[src/rtl/pheap_sched.sv]
// rtl/pheap_sched.sv - N-core round-robin front end for the pipelined min-heap
//
// Purpose:
//   Arbitrates per-core enqueue/dequeue requests onto the heap's single
//   enq/deq/inp_data port, spaces heap operations by ISSUE_GAP idle cycles,
//   returns dequeued events to the requesting core one cycle after grant, and
//   exports the current heap minimum timestamp for GVT computation.
//
// Ports:
//   clk, rst              clock, synchronous active-high reset
//   req_enq/req_deq [N]   per-core requests, held by the core until granted
//   req_data [N*WIDTH]    per-core event word, core i at [i*WIDTH +: WIDTH]
//   grant [N]             combinational one-hot accept pulse
//   rsp_vld [N]           registered one-hot dequeue response valid
//   rsp_data [WIDTH]      registered dequeued event, shared by all cores
//   hold                  blocks dequeue grants (GVT freeze)
//   min_ts, min_vld       current heap minimum timestamp and its valid
//   heap_enq/deq/data     command port to the heap
//   heap_out/full/empty/ready  status from the heap

module pheap_sched #(
  parameter int N         = 4,
  parameter int WIDTH     = 32,
  parameter int CMP_WID   = 32,
  parameter int DEPTH     = 5,
  parameter int ISSUE_GAP = 1
) (
  input  logic                 clk,
  input  logic                 rst,
  input  logic [N-1:0]         req_enq,
  input  logic [N-1:0]         req_deq,
  input  logic [N*WIDTH-1:0]   req_data,
  output logic [N-1:0]         grant,
  output logic [N-1:0]         rsp_vld,
  output logic [WIDTH-1:0]     rsp_data,
  input  logic                 hold,
  output logic [CMP_WID-1:0]   min_ts,
  output logic                 min_vld,
  output logic                 heap_enq,
  output logic                 heap_deq,
  output logic [WIDTH-1:0]     heap_data,
  input  logic [WIDTH-1:0]     heap_out,
  input  logic                 heap_full,
  input  logic                 heap_empty,
  input  logic                 heap_ready
);

  localparam int PW = $clog2(N);
  localparam logic [1:0]    GAP_LAST = (ISSUE_GAP > 0) ? 2'(ISSUE_GAP - 1) : 2'd0;
  localparam logic [PW-1:0] PTR_LAST = PW'(N - 1);

  if (N < 2 || N > 8 || ISSUE_GAP < 0 || ISSUE_GAP > 3 || DEPTH < 1 ||
      CMP_WID < 1 || CMP_WID > WIDTH) begin : g_bad_param
    $error("pheap_sched: parameter out of range");
  end

  typedef enum logic {ARB = 1'b0, GAP = 1'b1} state_t;

  state_t            r_state;
  state_t            w_state_nxt;
  logic [1:0]        r_gap_cnt;
  logic [PW-1:0]     r_rr_ptr;
  logic [N-1:0]      r_rsp_vld;
  logic [WIDTH-1:0]  r_rsp_data;

  logic [N-1:0]      w_elig;
  logic              w_found;
  logic [PW-1:0]     w_win;
  logic [PW-1:0]     w_idx;
  logic              w_issue;
  logic              w_is_enq;

  // Eligibility: an enqueue needs room, a dequeue needs an event and no freeze.
  always_comb begin
    for (int i = 0; i < N; i++) begin
      w_elig[i] = (req_enq[i] && !heap_full) ||
                  (req_deq[i] && !heap_empty && !hold);
    end
  end

  // Round-robin search starting at r_rr_ptr; first eligible core wins.
  always_comb begin
    w_found = 1'b0;
    w_win   = '0;
    w_idx   = '0;
    for (int k = 0; k < N; k++) begin
      w_idx = PW'((int'(r_rr_ptr) + k) % N);
      if (!w_found && w_elig[w_idx]) begin
        w_found = 1'b1;
        w_win   = w_idx;
      end
    end
  end

  assign w_issue  = !rst && (r_state == ARB) && heap_ready && w_found;
  // Enqueue has priority when a core presents both eligible requests.
  assign w_is_enq = req_enq[w_win] && !heap_full;

  // FSM state register
  always_ff @(posedge clk) begin
    if (rst) begin
      r_state <= ARB;
    end else begin
      r_state <= w_state_nxt;
    end
  end

  // FSM next state
  always_comb begin
    w_state_nxt = r_state;
    case (r_state)
      ARB: if (w_issue && (ISSUE_GAP > 0)) w_state_nxt = GAP;
      GAP: if (r_gap_cnt == GAP_LAST)      w_state_nxt = ARB;
      default: w_state_nxt = ARB;
    endcase
  end

  // FSM outputs: grant and heap command, all combinational in the issue cycle
  always_comb begin
    grant     = '0;
    heap_enq  = 1'b0;
    heap_deq  = 1'b0;
    heap_data = '0;
    if (w_issue) begin
      grant[w_win] = 1'b1;
      if (w_is_enq) begin
        heap_enq  = 1'b1;
        heap_data = req_data[w_win*WIDTH +: WIDTH];
      end else begin
        heap_deq  = 1'b1;
      end
    end
  end

  // Gap counter, round-robin pointer and dequeue response registers
  always_ff @(posedge clk) begin
    if (rst) begin
      r_gap_cnt  <= '0;
      r_rr_ptr   <= '0;
      r_rsp_vld  <= '0;
      r_rsp_data <= '0;
    end else begin
      r_gap_cnt <= (r_state == GAP) ? r_gap_cnt + 2'd1 : 2'd0;
      r_rsp_vld <= '0;
      if (w_issue) begin
        r_rr_ptr <= (w_win == PTR_LAST) ? '0 : w_win + 1'b1;
        if (!w_is_enq) begin
          r_rsp_vld[w_win] <= 1'b1;
          r_rsp_data       <= heap_out;
        end
      end
    end
  end

  assign rsp_vld  = r_rsp_vld;
  assign rsp_data = r_rsp_data;
  assign min_vld  = ~heap_empty;
  assign min_ts   = heap_empty ? '0 : heap_out[CMP_WID-1:0];

endmodule

[config.mk]
export PLATFORM = sky130hd
export DESIGN_NAME = pheap_sched
export DESIGN_NICKNAME = d
export VERILOG_FILES = /design/src/rtl/pheap_sched.sv
export SDC_FILE = /design/constraint.sdc
export NUM_CORES = 1
export LEC_CHECK = 0
export CAP_MARGIN = 25
export CORE_MARGIN = 2
export CORE_UTILIZATION = 41
export CTS_CLUSTER_SIZE = 20
export DETAILED_ROUTE_END_ITERATION = 16
export HOLD_SLACK_MARGIN = 0.15
export PLACE_DENSITY = 0.89
export SYNTH_ARGS = -nofsm -noshare
export SYNTH_HDL_FRONTEND = slang
export SYNTH_SLANG_ARGS = --single-unit
export TNS_END_PERCENT = 1
[constraint.sdc]
create_clock -name clk -period 7.45 [get_ports clk]
set_clock_uncertainty 0.2 [all_clocks]
set_input_delay 1.49 -clock clk [delete_from_list [all_inputs] [get_ports clk]]
set_output_delay 1.49 -clock clk [all_outputs]
set_load 0.05 [all_outputs]
# Word level (Yosys, flattened, before mapping)
# Cells that the tools add are included.
# W data, S select, Z words.
# word_totals
out_inout_bits	107
input_bits	174
elab_cells	89
ff_bits	41
# classes
order_cmp	6
eq_ne	1
addsub	5
n_reduce_logical	35
shifts	1
mux	32
bitwise_logic	4
# op_table
op	count
$shiftx A128 B8 Y32	1
$mux W32	3
$logic_and A1 B1 Y1	20
$mux W1	16
$lt A2 B3 Y1 const B	5
$bmux W1 S2	5
$mux W2	5
$logic_not A1 Y1	7
$add A2 B1 Y2 const B	3
$add A2 B2 Y2 const B	2
$logic_or A1 B1 Y1	4
$mux W4	1
$not A1 Y1	4
$reduce_or A3 Y1	1
$demux W1 S2	1
$eq A2 B2 Y1 const B	1
$ge A2 B1 Y1 const B	1
$logic_not A2 Y1	1
$pmux W1 S2	1
$reduce_and A2 Y1	1
$reduce_or A2 Y1	1

# Logic depth before layout (Yosys ltp)
# depth
word_depth	21
ltp_mapped	12

# Least setup slack after synthesis
# OpenSTA, ideal clock, no wires.
# synth_timing
path_type	in2out
start	in heap_full
end	out heap_enq
setup_slack_ns	1.531
path_stages	11
arrival_time_ns	4.229
required_time_ns	5.760
n_path_buf	4
path_cell_list	buf_2 inv_2 a22o_1 a221oi_1 o21a_1 buf_4 a211oi_2 or2_1 buf_4 buf_6 nor3_1
# synth_via
elab_chain_len	20
elab_cells_between_ends	37
# synth_rtl
element	line_no	text
start, declared	43	input logic heap_full,
$logic_not A1 Y1 (*)	76, 97	
$logic_and A1 B1 Y1	76	w_elig[i] = (req_enq[i] && !heap_full) ||
$logic_or A1 B1 Y1	76	
$bmux W1 S2	88	if (!w_found && w_elig[w_idx]) begin
$mux W1 (implied by the code)	88	
$mux W1	88	
$logic_not A1 Y1	88	
$logic_and A1 B1 Y1	88	
(+4 left out)	n/a	
$logic_not A1 Y1	88	
$logic_and A1 B1 Y1	88	
$mux W2	88	
$bmux W1 S2	97	assign w_is_enq = req_enq[w_win] && !heap_full;
$mux W1 (implied by the code)	97	
$logic_and A1 B1 Y1	97	
$mux W1	126	if (w_is_enq) begin
$mux W1 (*)	124	if (w_issue) begin
end, declared	39	output logic heap_enq,
# Mark *: on every way between the ends. The rest lies on a longest branch, timed or not. The select of a mux whose other input is x is not followed.

# Worst setup path in the final report
# layout_timing
start	in heap_full
end	out heap_data[28]
# layout_via
elab_chain_len	20
elab_cells_between_ends	38
# layout_rtl
element	line_no	text
$logic_not A1 Y1 (*)	76, 97	
parallel branches: the longest is 18 deep, another holds $bmux W1 S2	n/a	
$mux W32 (*)	124	
end, declared	41	output logic [WIDTH-1:0] heap_data,
# Mark *: on every way between the ends. The select of a mux whose other input is x is not followed.

==> flow_summary.ini <==
[sta]
rsz0062_at_grt = no
final_hold_viol_count = 0
hold_ws_ns = 0.235
period_minus_slack_ns = 6.62
tns_ns = 0
max_freq_ghz = 0.151
drv_slew = 0
maxSlewHeadroom_pct = 43.1
min_period_over_period_pct = 88.9
worst_pin_slew_ns = 0.852
setup_viol = 0

[floorplanning]
core.rowCount = 38
die_x_um = 108
die_y_um = 108
start_util_pct = 41.6
boundaryPins = 281
dieArea_sq_um = 11700
placeableCoreArea_sq_um = 10700

[global_route]
grt_overflow = 0
first_global_vias = 5335
grt_util_all_layers_pct = 29.9
grt_pass1_wl_mm = 28.0
grt_max_degree = 99
grt_antenna_before_repair = 2

[synth]
synthXorXnorAreaFrac_pct = 0
synthTopCellsByArea = dfxtp_1, mux2i_1, nand2_1
yosysSeqAreaShare_pct = 18.4
synthMuxAreaShare_pct = 14.6
synth_edf_count = 0
synth_top_family_by_area = simple AND/OR/NAND/NOR gates
ys_seq_elements = 41
synth_cell_types = 35
avgSynthCellArea_sq_um = 7.58
syn-cell-area_sq_um = 4450
synth_compound_area_share_pct = 23.0
ys_async_sr_fraction_pct = 0
synth-adder-area-share_pct = 1.41
syn_nets = 766
synth_area_leader_cell = dfxtp_1
ys.warnings.count = 0
yosys.area_share.simple_pct = 34.6
synth_top_area_share_pct = 18.4
synth_cells = 587
synth_top_flop_cell = dfxtp_1

[drt]
drtIter0Drc = 478
routed_wl_mm = 18.4
first_pass_iters = 5
vias = 5593
ant_nets = 0
drcViolationCount = 0
wl_per_cell_um = 18.9
via_per_inst = 5.77

[setup_path]
path_cells = clkdlybuf4s50_1, buf_4, inv_2, buf_4, a22oi_2, a221oi_1, o21a_1, a211oi_4, nor3_4, buf_4, and4b_1, buf_4
end_kind = output port
crit_fanout = 33
worstPathArrival_ns = 4.93
slowest_delay_ns = 0.55
cp-start-kind = input port
cpMostUsedCell = buf_4
cp_data_required_time_ns = 5.76
slowest_stage = o21a_1
path_class = in -> out

[clock_tree]
cts_inserted_buffers = 5
cts-root-buf = clkbuf_8
ctsHoldBuffers = 0
cts_resized = 0
cts_tree = done
worstSkewPairLatency_ns = 0.30
path_clk_slew_ns = 0.08
clockBufferDepth = 2
cts_setup_buffers = 0
htreeDepth = 2
cts.sinks = 41

[final_layout]
finalInstanceArea_sq_um = 7360
seqCellArea_sq_um = 821
nFillCells = 835
syn_to_final_growth_pct = 65.3
multi_input_comb_area_sq_um = 3310
layout-drive-gt1-share_pct = 12.6
layout.nets = 1005
fin_cells = 969

[min_path]
hold_path_class = reg -> reg

[power]
p_switching_w = 0.000443
power_density_nw_per_um2 = 134
internal-power_w = 0.000541
power_leakage_nw = 2.75
power_frac_comb_pct = 58.6
ir_drop_uv = 90.4
clkPwrFrac_pct = 15.6
p_seq_share_pct = 25.8
swShare_pct = 45.1

[placement]
place_area_sq_um = 7220
gp_congestion = 1.02
dp_hpwl_mm = 13.5
dp.cells = 957
port_buffers = 280

[outcome]
status = finished, final reports clean

[run]
maxCapViolations = 0
## cell families after synthesis
| group | after synthesis |
|---|---|
| AOI/OAI and AO/OA | 115 |
| adders and majority gates | 5 |
| buffers and inverters | 79 |
| DFF | 41 |
| muxes | 65 |
| and+or+nand+nor | 282 |
## through the flow
step	power [W]	setup WS, ns	util [%]
3_3_place_gp	0.000816	1.04	67.5
4_1_cts	0.000980	0.867	68.3
2_1_floorplan	0.000611	1.53	-
5_1_grt	0.00103	0.558	68.8
3_5_place_dp	0.000827	0.870	67.5
6_report	0.000984	0.826	68.8
## sequential cells by signal, summed over array words and instances, names as in the netlist
signal / count
r_gap_cnt: 2
r_rr_ptr: 2
r_state: 1
rsp_data: 32
rsp_vld: 4
## routing by layer
| metal | GRT usage, % | wire (um) |
|---|---|---|
| met1 | 35.4 | 7070 |
| met3 | 5.73 | 1520 |
| met4 | 12.5 | 639 |
| met2 | 52.6 | 9130 |
| met5 | 0 | 0 |
## power by group through the flow
stage          clock network (W)  logic [W]  registers, W
2_1_floorplan                  0   0.000294      0.000318
3_3_place_gp                   0   0.000559      0.000257
3_5_place_dp                   0   0.000569      0.000258
4_1_cts                 0.000156   0.000571      0.000253
5_1_grt                 0.000162   0.000609      0.000256
6_report                0.000154   0.000576      0.000254
## critical path, delay by kind of cell
kind                   cells  cell delay (ns)
AO/OA/AOI/OAI              4             1.15
buffers and inverters      6             1.62
AND/OR/NAND/NOR            2             0.65
## final cells by class
type / count / share of cell area, %
clock buffers: 7 / 1.04
well taps: 140 / 2.38
diodes: 2 / 0.0680
clock inverters: 1 / 0.102
flip-flops and latches: 41 / 11.2
multi-input cells: 467 / 45.0
inverters: 13 / 0.663
repair buffers: 298 / 39.6
## Yosys cell counts, types with 2 or more instances
| library cell | instances |
|---|---|
| nor3_1 | 37 |
| nand2_1 | 130 |
| inv_2 | 2 |
| inv_1 | 10 |
| nor2b_1 | 34 |
| o311ai_2 | 29 |
| a221oi_1 | 2 |
| dfxtp_1 | 41 |
| nor2_1 | 9 |
| ha_1 | 5 |
| o31a_1 | 2 |
| a21oi_1 | 3 |
| or2_1 | 2 |
| buf_2 | 11 |
| clkbuf_1 | 46 |
| buf_6 | 3 |
| a211oi_2 | 2 |
| and4b_1 | 32 |
| nor3_2 | 2 |
| buf_4 | 6 |
| o21ai_0 | 35 |
| a31oi_1 | 32 |
| o311ai_1 | 4 |
| mux2i_1 | 65 |
| nor3b_1 | 33 |
## path summary, 6_finish.rpt
path	startpoint	end	slack (ns)	depth (start not counted)
hold reg to reg	r_gap_cnt[0]$_SDFF_PP0_	r_gap_cnt[0]$_SDFF_PP0_	0.23	1
setup reg to reg	r_rr_ptr[0]$_SDFFE_PP0P_	rsp_data[15]$_SDFFE_PP0P_	4.24	9
hold / removal	r_gap_cnt[0]$_SDFF_PP0_	r_gap_cnt[0]$_SDFF_PP0_	0.23	1
setup / recovery	heap_full	heap_data[28]	0.83	12
## layout by cell type, fill, tap and decap left out, types with 3 or more instances in the layout
cell / netlist / layout
clkdlybuf4s50_1: 0 / 241
nand2_1: 130 / 130
mux2i_1: 65 / 65
buf_4: 6 / 52
dfxtp_1: 41 / 41
nor3_1: 37 / 37
o21ai_0: 35 / 35
nor2b_1: 34 / 34
nor3b_1: 33 / 33
and4b_1: 32 / 32
a31oi_1: 32 / 32
o311ai_2: 29 / 29
inv_1: 10 / 10
nor2_1: 9 / 9
ha_1: 5 / 5
clkbuf_8: 0 / 5
buf_12: 0 / 4
a21oi_1: 3 / 3
o311ai_1: 4 / 3
Power figures use the tool's default switching activity.
